==> config.mk <==
export PLATFORM = sky130hd
export DESIGN_NAME = seg_capture
export DESIGN_NICKNAME = d
export VERILOG_FILES = /design/src/rtl/seg_capture.sv
export SDC_FILE = /design/constraint.sdc
export NUM_CORES = 1
export LEC_CHECK = 0
export CAP_MARGIN = 0
export CORE_ASPECT_RATIO = 1.4
export CORE_MARGIN = 2
export CORE_UTILIZATION = 40
export CTS_CLUSTER_SIZE = 14
export DETAILED_ROUTE_END_ITERATION = 8
export GPL_ROUTABILITY_DRIVEN = 0
export MAX_ROUTING_LAYER = met4
export SLEW_MARGIN = 15
export SYNTH_ARGS = -nofsm -noshare
export SYNTH_HDL_FRONTEND = slang
export SYNTH_SLANG_ARGS = --single-unit
==> constraint.sdc <==
create_clock -name clk -period 5.2 [get_ports clk]
set_clock_uncertainty 0.1 [all_clocks]
set_input_delay 0.52 -clock clk [delete_from_list [all_inputs] [get_ports clk]]
set_output_delay 0.52 -clock clk [all_outputs]
set_load 0.1 [all_outputs]
==> src/rtl/seg_capture.sv <==
// rtl/seg_capture.sv - seven-segment bus receiver with glitch filter and frame assembly
// Optional decimal-to-binary conversion is compiled in with SEG_CAPTURE_BIN_EN.
module seg_capture #(
  parameter int SETTLE = 16
) (
  input  logic        clk,
  input  logic        rst,
  input  logic        a_l,
  input  logic        b_l,
  input  logic        c_l,
  input  logic        d_l,
  input  logic        e_l,
  input  logic        f_l,
  input  logic        g_l,
  input  logic        dig1,
  input  logic        dig2,
  input  logic        dig3,
  input  logic        dig4,
  output logic [3:0]  A,
  output logic [3:0]  B,
  output logic [3:0]  C,
  output logic [3:0]  D,
  output logic [3:0]  bad,
  output logic        frame_done,
  output logic        err_multi,
  output logic [13:0] value,
  output logic        value_valid
);

  typedef enum logic [1:0] {ST_IDLE, ST_SETTLE, ST_HOLD} state_t;

  localparam logic [7:0] SETTLE_LAST = 8'(SETTLE - 1);
  localparam logic [7:0] SETTLE_CNT  = 8'(SETTLE);

  logic [10:0] pins, sync1, sync2;
  logic [6:0]  seg, seg_prev;
  logic [3:0]  strb, strb_prev;
  logic        changed, multi, onehot;
  state_t      state, state_nxt;
  logic [7:0]  cnt, cnt_nxt;
  logic        cap;
  logic [4:0]  cap_word;
  logic [4:0]  stg [4];
  logic [3:0]  mask, mask_nxt;

  function automatic logic [4:0] decode(input logic [6:0] s);
    case (s)
      7'b1111110: decode = 5'h00;
      7'b0110000: decode = 5'h01;
      7'b1101101: decode = 5'h02;
      7'b1111001: decode = 5'h03;
      7'b0110011: decode = 5'h04;
      7'b1011011: decode = 5'h05;
      7'b1011111: decode = 5'h06;
      7'b1110000: decode = 5'h07;
      7'b1111111: decode = 5'h08;
      7'b1111011: decode = 5'h09;
      7'b1110111: decode = 5'h0a;
      7'b0011111: decode = 5'h0b;
      7'b1001110: decode = 5'h0c;
      7'b0111101: decode = 5'h0d;
      7'b1001111: decode = 5'h0e;
      7'b1000111: decode = 5'h0f;
      default:    decode = 5'h10;
    endcase
  endfunction

  assign pins    = {a_l, b_l, c_l, d_l, e_l, f_l, g_l, dig1, dig2, dig3, dig4};
  assign seg     = ~sync2[10:4];
  assign strb    = ~sync2[3:0];
  assign changed = (seg != seg_prev) || (strb != strb_prev);
  assign multi   = |(strb & (strb - 4'd1));
  assign onehot  = (strb != 4'd0) && !multi;
  assign cap_word = decode(seg);

  always_ff @(posedge clk or negedge rst) begin
    if (!rst) begin
      sync1     <= '1;
      sync2     <= '1;
      seg_prev  <= '0;
      strb_prev <= '0;
    end else begin
      sync1     <= pins;
      sync2     <= sync1;
      seg_prev  <= seg;
      strb_prev <= strb;
    end
  end

  always_ff @(posedge clk or negedge rst) begin
    if (!rst) begin
      state <= ST_IDLE;
      cnt   <= 8'd0;
    end else begin
      state <= state_nxt;
      cnt   <= cnt_nxt;
    end
  end

  // Losing one-hot (blank or overlap) always returns to IDLE, so multi-strobe never captures.
  always_comb begin
    state_nxt = state;
    cnt_nxt   = cnt;
    cap       = 1'b0;
    case (state)
      ST_IDLE: begin
        cnt_nxt = 8'd0;
        if (onehot) begin
          state_nxt = ST_SETTLE;
          cnt_nxt   = 8'd1;
        end
      end
      ST_SETTLE: begin
        if (!onehot) begin
          state_nxt = ST_IDLE;
          cnt_nxt   = 8'd0;
        end else if (changed) begin
          cnt_nxt = 8'd1;
        end else if (cnt == SETTLE_LAST) begin
          cnt_nxt   = SETTLE_CNT;
          cap       = 1'b1;
          state_nxt = ST_HOLD;
        end else begin
          cnt_nxt = cnt + 8'd1;
        end
      end
      ST_HOLD: begin
        if (!onehot) begin
          state_nxt = ST_IDLE;
          cnt_nxt   = 8'd0;
        end else if (changed) begin
          state_nxt = ST_SETTLE;
          cnt_nxt   = 8'd1;
        end
      end
      default: begin
        state_nxt = ST_IDLE;
        cnt_nxt   = 8'd0;
      end
    endcase
  end

  assign mask_nxt = ((mask == 4'hf) ? 4'h0 : mask) | (cap ? strb : 4'h0);

  always_ff @(posedge clk or negedge rst) begin
    if (!rst) begin
      for (int i = 0; i < 4; i++) stg[i] <= 5'd0;
      mask       <= 4'h0;
      A          <= 4'd0;
      B          <= 4'd0;
      C          <= 4'd0;
      D          <= 4'd0;
      bad        <= 4'd0;
      frame_done <= 1'b0;
      err_multi  <= 1'b0;
    end else begin
      err_multi  <= multi;
      frame_done <= 1'b0;
      mask       <= mask_nxt;
      for (int i = 0; i < 4; i++) begin
        if (cap && strb[i]) stg[i] <= cap_word;
      end
      if (mask == 4'hf) begin
        A          <= stg[3][3:0];
        B          <= stg[2][3:0];
        C          <= stg[1][3:0];
        D          <= stg[0][3:0];
        bad        <= {stg[3][4], stg[2][4], stg[1][4], stg[0][4]};
        frame_done <= 1'b1;
      end
    end
  end

`ifdef SEG_CAPTURE_BIN_EN
  logic        busy;
  logic [1:0]  step;
  logic [13:0] acc, acc_step;
  logic [3:0]  dsel;
  logic        frame_ok;

  assign frame_ok = frame_done && (bad == 4'd0) &&
                    (A <= 4'd9) && (B <= 4'd9) && (C <= 4'd9) && (D <= 4'd9);

  always_comb begin
    dsel = A;
    case (step)
      2'd0:    dsel = A;
      2'd1:    dsel = B;
      2'd2:    dsel = C;
      default: dsel = D;
    endcase
  end

  assign acc_step = acc * 14'd10 + {10'd0, dsel};

  // A..D stay stable for the four steps because frames are at least 16 cycles apart.
  always_ff @(posedge clk or negedge rst) begin
    if (!rst) begin
      busy        <= 1'b0;
      step        <= 2'd0;
      acc         <= 14'd0;
      value       <= 14'd0;
      value_valid <= 1'b0;
    end else begin
      value_valid <= 1'b0;
      if (frame_ok) begin
        busy <= 1'b1;
        step <= 2'd0;
        acc  <= 14'd0;
      end else if (busy) begin
        acc  <= acc_step;
        step <= step + 2'd1;
        if (step == 2'd3) begin
          busy        <= 1'b0;
          value       <= acc_step;
          value_valid <= 1'b1;
        end
      end
    end
  end
`else
  assign value       = 14'd0;
  assign value_valid = 1'b0;
`endif

endmodule

Word level (Yosys, flattened, before mapping)
Cells that the tools add are included.
{"block": "totals", "inputBits": 13, "regBits": 89}
{"block": "op_classes", "n_addsub": 2, "n_bitwise": 4, "eq_ne": 26, "mux": 22, "reduce_logical": 11}
{"op": "$eq 7x7->1 const B", "n": 12}
{"op": "$pmux 5 s16", "n": 1}
{"op": "$mux 8", "n": 5}
{"op": "$pmux 8 s3", "n": 1}
{"op": "$eq 7x6->1 const B", "n": 3}
{"op": "$mux 2", "n": 6}
{"op": "$ne 3x3->1 const B", "n": 3}
{"op": "$add 8x1->8 const B", "n": 1}
{"op": "$eq 8x4->1 const B", "n": 1}
{"op": "$mux 4", "n": 2}
{"op": "$eq 7x5->1 const B", "n": 1}
{"op": "$ne 7x7->1", "n": 1}
{"op": "$not 7->7", "n": 1}
{"op": "$mux 1", "n": 6}
{"op": "$pmux 2 s3", "n": 1}
{"op": "$logic_and 1x1->1", "n": 5}
{"op": "$and 4x4->4", "n": 1}
{"op": "$eq 4x4->1 const B", "n": 1}
{"op": "$ne 4x4->1", "n": 1}
{"op": "$not 4->4", "n": 1}
{"op": "$or 4x4->4", "n": 1}
{"op": "$reduce_and 4->1", "n": 1}
{"op": "$reduce_bool 4->1", "n": 1}
{"op": "$reduce_or 4->1", "n": 1}
{"op": "other kinds (7)", "n": 7}

Longest topological paths before layout
Gate-level depths: netlist (run 1).
{"block": "logic_depth", "word_depth": 10, "depth_mapped": 7}

Worst setup path after synthesis (run 1)
Ideal clock, no wire load.
{"block": "synth_timing", "path_type": "reg-to-reg", "startpoint": "register sync2[1]", "endpoint": "register stg[5] (netlist name)", "path_buffers": 2, "arrival_ns": 2.129, "stages_incl_launch_ff": 8, "slack_ns": 2.846, "setup_ns": 0.125, "cell_sequence": "dfstp_2 -> buf_6 -> xnor2_1 -> a211oi_2 -> o21ai_4 -> or4_1 -> buf_6 -> mux2_4"}
{"block": "synth_via", "elab_chain_len": 9, "elab_cells_between_ends": 13, "classes_between": "1 x add/sub; 1 x eq/ne; 3 x mux; 2 x bitwise; 6 x reduce/logical"}
{"item": "start, declared", "line": "35", "rtl": "logic [10:0] pins, sync1, sync2;"}
{"item": "start signal, assigned", "line": "84", "rtl": "sync2 <= sync1;"}
{"item": "$not 4->4 *", "line": "70", "rtl": "assign strb = ~sync2[3:0];"}
{"item": "$sub 4x1->4", "line": "72", "rtl": "assign multi = |(strb & (strb - 4'd1));"}
{"item": "$and 4x4->4", "line": "72"}
{"item": "$reduce_or 4->1", "line": "72"}
{"item": "$logic_not 1->1", "line": "73", "rtl": "assign onehot = (strb != 4'd0) && !multi;"}
{"item": "$logic_and 1x1->1", "line": "73"}
{"item": "$mux 1 *", "line": "114", "rtl": "if (!onehot) begin"}
{"item": "$mux 1 *", "line": "105", "rtl": "case (state)"}
{"item": "$logic_and 1x1->1 *", "line": "161", "rtl": "if (cap && strb[i]) stg[i] <= cap_word;"}
{"item": "end signal, assigned by index", "line": "161"}
{"item": "end, declared", "line": "43", "rtl": "logic [4:0] stg [4];"}
Mark *: on every way between the ends. The rest lies on a longest branch, timed or not.
A chain may end at the register's enable or synchronous reset.

Worst setup path in the final report (run 1)
{"block": "layout_timing", "startpoint": "register sync2[5]", "endpoint": "register stg[10] (netlist name)"}
{"block": "layout_via", "elab_chain_len": 7, "elab_cells_between_ends": 24, "classes_between": "17 x eq/ne; 4 x mux; 1 x bitwise; 2 x reduce/logical"}
{"item": "$not 7->7 *", "line": "69", "rtl": "assign seg = ~sync2[10:4];"}
{"item": "$ne 7x7->1", "line": "71", "rtl": "assign changed = (seg != seg_prev) || (strb != strb_prev);"}
{"item": "$logic_or 1x1->1", "line": "71"}
{"item": "$mux 1", "line": "117", "rtl": "end else if (changed) begin"}
{"item": "$mux 1", "line": "114"}
{"item": "$mux 1", "line": "105"}
{"item": "$logic_and 1x1->1", "line": "161"}
Marked as above.

==> results.cfg, run 1 <==
[run_status]
status = finished clean

[routing]
wire_per_inst_um = 13.8
antenna_left = 0
vias = 2507
dr_wl_met3_um = 220
top_layer_used = met4
drt-total-wl_mm = 6.68
vias_per_cell = 5.17
drtIter0Drc = 155
drt-met1-wl_mm = 2.92
met2_length_mm = 3.36
drc = 0
drtPass1Iterations = 4

[grt]
grtUsageTotal_pct = 14.9
grt_max_degree = 47
antenna_found_initial = 0
grt_pass1_wl_mm = 11.8
grt_pass1_vias = 2470
overflow = 0

[sta]
whs_ns = 0.0720
fin_tns_setup_ns = 0
fmax_ghz = 0.359
worst_slew_pin_slew_ns = 0.975
period_share_pct = 53.5
hold_viol = 0
min_period_ns = 2.78
slew_violations = 0
rsz0062_at_grt = false
setup_violations = 0
relSlewSlack_pct = 34.8

[die]
coreArea_um2 = 9460
rows = 42
die_w_um = 87.2
initial_core_util_pct = 41.0
die_area_um2 = 10500
num_io_pins = 50
die_y_um = 120

[clocking]
cts_root_buffer = clkbuf_16
holdBufCountCts = 0
cts.sinks = 89
clk_path_buf_depth = 2
cts_tree = built
clk_pin_slew_ns = 0.06
htree_levels = 3
worstSkewPairLatency_ns = 0.34
cts_buffers = 9
post_cts_resized = 0
post-cts-setup-buffer-count = 0

[layout]
utilization_pct = 47.7
fin_nets = 384
syn_to_final_growth_pct = 16.5
num_antenna_cells = 0
nFillCells = 876
drive_above_1_share_pct = 17.3

[critical_path]
crit_fanout = 15
crit_path_start_kind = flip-flop
required_ns = 5.32
setup.worst_path.end_class = flip-flop
critPathKind = reg2reg
arrival_ns = 2.90

[job]
maxCapViolations = 0

[worst_hold_path]
hp-class = in2async

[yosys]
ys.flop_type = dfrtp_1
ys_warn_count = 0
ys_types = 53
syn_inst = 339
async_flop_share_pct = 100
yosysTopAreaCellShare_pct = 43.3
synth_area_leaders = dfrtp_1 (43%), dfstp_2 (15%), nand2_1 (6.6%)
synth_edf_count = 0
synth_seq_area_share_pct = 58.2
syn_area_um2 = 3870
ys_seq_elements = 89
yosys.area.top_type = dfrtp_1
postSynthAreaPerCell_um2 = 11.4

[power_and_ir_drop]
p_per_area_nw_per_um2 = 325
ir_drop_mv = 0.161
p_leak_nw = 2.15

[place]
dp_hpwl_mm = 4.61
port_buffers = 34
sequential cells by signal, summed over array words and instances, names as in the netlist, 7 cells and up:
register / cells
sync1: 11
stg: 20
cnt: 8
sync2: 11
seg_prev: 7
report_power, final:
part           internal, mW  leakage [nW]  switching, mW
Sequential            0.715          1.14         0.0186
Clock                 0.351         0.138          0.265
Combinational        0.0273         0.878         0.0879
Total                  1.09          2.15          0.372
layout make-up:
cell class | count | area, um2 | share of cell area (%)
sequential | 89 | 2250 | 49.9
multi-input combinational | 221 | 1430 | 31.7
timing repair buffer | 36 | 353 | 7.82
clock buffer | 11 | 253 | 5.60
tap | 110 | 138 | 3.05
inverter | 13 | 48.8 | 1.08
clock inverter | 5 | 37.5 | 0.831
stage by stage:
stage,setup WS [ns],total power [mW],cells,instance area (um2)
6_report,2.42,1.47,485,4510
5_1_grt,2.21,1.53,485,4510
4_1_cts,2.38,1.49,485,4510
3_5_place_dp,2.40,0.863,469,4220
3_3_place_gp,2.50,0.861,469,4220
2_1_floorplan,2.85,0.838,353,3930
Yosys cell counts (2+ instances only):
master / n
dfrtp_1: 67
mux2_2: 10
buf_6: 3
inv_1: 13
nor3_1: 2
buf_4: 15
nor4_1: 7
o211a_1: 2
xor2_1: 3
xnor2_1: 12
nor3b_1: 3
nand2b_1: 2
nor4_4: 3
mux2_4: 5
o2111ai_1: 3
mux2_1: 5
buf_2: 2
a31oi_1: 2
nand2_1: 68
o211ai_1: 3
nor2_1: 12
nor2b_1: 3
a22o_1: 3
clkbuf_1: 10
a21oi_1: 8
dfstp_2: 22
a21o_1: 5
nand4_1: 4
o21ai_0: 6
and3b_1: 3
and3_1: 2
nor4b_1: 2
a221o_1: 2
nand3_1: 8
kinds of logic (layout without fill, tap and decap cells):
kind of cell	after synthesis	in the layout	share of synthesized area, %
buf+inv	43	65	6.26
fa+ha+maj	1	1	0.323
xor+xnor	15	15	3.39
simple gates	128	128	17.4
other cells	1	15	0.0968
mux	20	20	6.30
flops	89	89	58.2
compound gates	42	42	8.04
placed cells by master, fill, tap and decap left out, types with 9 or more instances in the layout:
| cell | instances |
|---|---|
| clkbuf_16 | 9 |
| clkdlybuf4s50_1 | 33 |
| conb_1 | 15 |
| dfrtp_1 | 67 |
| dfstp_2 | 22 |
| inv_1 | 13 |
| mux2_2 | 10 |
| nand2_1 | 68 |
| nor2_1 | 12 |
| xnor2_1 | 12 |
path summary, 6_finish.rpt:
check / startpoint / slack, ns / end / cells past startpoint
worst min-delay path: rst / 0.07 / D[3] / 1
worst max register to register: sync2[5] / 2.42 / stg[10] / 5
worst max-delay path: sync2[5] / 2.42 / stg[10] / 5
min in group clk: sync1[5] / 0.26 / sync2[5] / 0
max in group asynchronous: rst / 3.98 / sync2[2] / 2
worst min register to register: sync1[5] / 0.26 / sync2[5] / 0
routing by layer:
metal	up-vias	GRT usage [%]
met5	-	-
met4	0	7.79
met3	15	3.07
met2	60	23.1
met1	1241	18.2
li1	1191	-
critical path, cell delays in order, from the launching register on:
cell and delay [ns]:
dfstp_2 0.68, xnor2_1 0.14, nor4_1 0.35, nand4b_2 0.47, nor4_4 0.53, mux2_2 0.39
Power figures use the tool's default switching activity.
==> run 2, diff against run 1 <==
==> constraint.sdc (replaced) <==
create_clock -name clk -period 2.78 [get_ports clk]
set_clock_uncertainty 0.1 [all_clocks]
set_input_delay 0.278 -clock clk [delete_from_list [all_inputs] [get_ports clk]]
set_output_delay 0.278 -clock clk [all_outputs]
set_load 0.1 [all_outputs]
==> results.cfg, run 2 (synthesis results as in run 1) <==
[grt]
antenna_found_initial = 0
grt_pass1_vias = 2559
grt_max_degree = 52
grt_pass1_wl_mm = 12.1
grtUsageTotal_pct = 15.2
overflow = 0

[layout]
regArea_um2 = 2250
num_antenna_cells = 0
layout.cells.non_filler = 493
drive_above_1_share_pct = 24.3
nFillCells = 897
mostFrequentLayoutCells = nand2_1 (68), dfrtp_1 (67), buf_4 (31), dfstp_2 (22), conb_1 (15)
fin_nets = 392
syn_to_final_growth_pct = 18.0
utilization_pct = 48.4
mostFrequentLayoutCell = nand2_1
top_regs = stg: 20 flops, sync1: 11 flops, sync2: 11 flops
multi_input_comb_area_um2 = 1430
top_register = stg
largest_register_ff_count = 20

[critical_path]
critPathSlowestCell = or4_1
crit_path_start_kind = flip-flop
required_ns = 2.91
critPathKind = reg2reg
cp_num_buf_inv = 0
crit_family = simple AND/OR/NAND/NOR gates
critPathMaxStageDelay_ns = 0.69
path_cells = xnor2_1 -> a211oi_2 -> o21ai_4 -> or4_1 -> mux2_4
crit_fanout = 10
arrival_ns = 2.68
setup.worst_path.end_class = flip-flop

[clocking]
cts_buffers = 9
cts.sinks = 89
worstSkewPairLatency_ns = 0.34
post-cts-setup-buffer-count = 0
cts_root_buffer = clkbuf_16
htree_levels = 3
post_cts_resized = 0
cts_tree = built
clk_path_buf_depth = 2
clk_pin_slew_ns = 0.06

[run_status]
status = finished clean

[die]
initial_core_util_pct = 41.0
die_y_um = 120
num_io_pins = 50
die_w_um = 87.2
die_area_um2 = 10500
coreArea_um2 = 9460
rows = 42

[routing]
vias = 2527
drtPass1Iterations = 4
vias_per_cell = 5.13
wire_per_inst_um = 13.8
antenna_left = 0
drt-total-wl_mm = 6.81
drc = 0
drtIter0Drc = 111

[sta]
worst_slew_pin_slew_ns = 0.607
fmax_ghz = 0.391
rsz0062_at_grt = false
setup_violations = 0
min_period_ns = 2.56
slew_violations = 0
relSlewSlack_pct = 59.2
fin_tns_setup_ns = 0
hold_viol = 0
period_share_pct = 92.0

[place]
port_buffers = 34
place_inst = 476
dp_hpwl_mm = 4.69

[power_and_ir_drop]
ir_drop_mv = 0.337
p_per_area_nw_per_um2 = 635
p_leak_nw = 2.26

[worst_hold_path]
hp-class = in2reg

[job]
maxCapViolations = 0
## run 2: cell count changes in the layout (fill, tap and decap cells not counted), sizes merged
cell           delta
bufinv            +2
inv               -1
buf              +29
clkinvlp          -2
dlygate4sd3       +1
clkinv            +1
clkdlybuf4s50    -22
## run 2: worst register-to-register path, cell delays in order, from the launching register on
cell and delay, ns:
dfstp_2 0.62, xnor2_1 0.11, a211oi_2 0.39, o21ai_4 0.18, or4_1 0.69, mux2_4 0.36
## run 2: layer usage
layer,part of all wire [%],track usage (%)
met1,43,18.8
met2,50,23.5
met3,3.9,3.28
met4,3.0,7.69
met5,0,-
## run 2: report_power, final
part / leakage, nW / switching [mW] / internal (mW)
combinational: 0.965 / 0.172 / 0.0562
sequential: 1.14 / 0.0296 / 1.34
clock: 0.163 / 0.478 / 0.833
## run 2: area by class of cell
type | count | area share (%)
flip-flops and latches | 89 | 49.3
clock inverters | 5 | 1.70
repair buffers | 44 | 8.15
multi-input cells | 221 | 31.3
well taps | 110 | 3.01
clock buffers | 11 | 5.53
inverters | 13 | 1.07
## run 2: repair_timing
action | in CTS | in global routing
endpoints found under the hold margin | 16 | 0
endpoints found under the setup margin | 0 | 0
hold buffers | 1 | 0
## run 2: stage by stage
stage | worst slack [ns] | area [um2] | hold WS, ns | power (mW)
2_1_floorplan | 0.426 | 3930 | -0.118 | 1.57
3_3_place_gp | 0.282 | 4230 | 0.187 | 1.62
3_5_place_dp | 0.217 | 4230 | 0.190 | 1.62
4_1_cts | 0.213 | 4570 | 0.228 | 2.95
5_1_grt | 0.0958 | 4570 | 0.233 | 3.02
6_report | 0.223 | 4570 | 0.239 | 2.91
## run 2: path summary, 6_finish.rpt
kind | end | slack (ns) | cells past startpoint | from
setup / recovery | stg[9] | 0.22 | 5 | sync2[1]
hold / removal | sync1[4] | 0.24 | 1 | g_l
setup reg to reg | stg[9] | 0.22 | 5 | sync2[1]
hold reg to reg | sync2[2] | 0.25 | 0 | sync1[2]
max in group asynchronous | cnt[1] | 1.61 | 3 | rst
min in group asynchronous | seg_prev[1] | 0.35 | 2 | rst
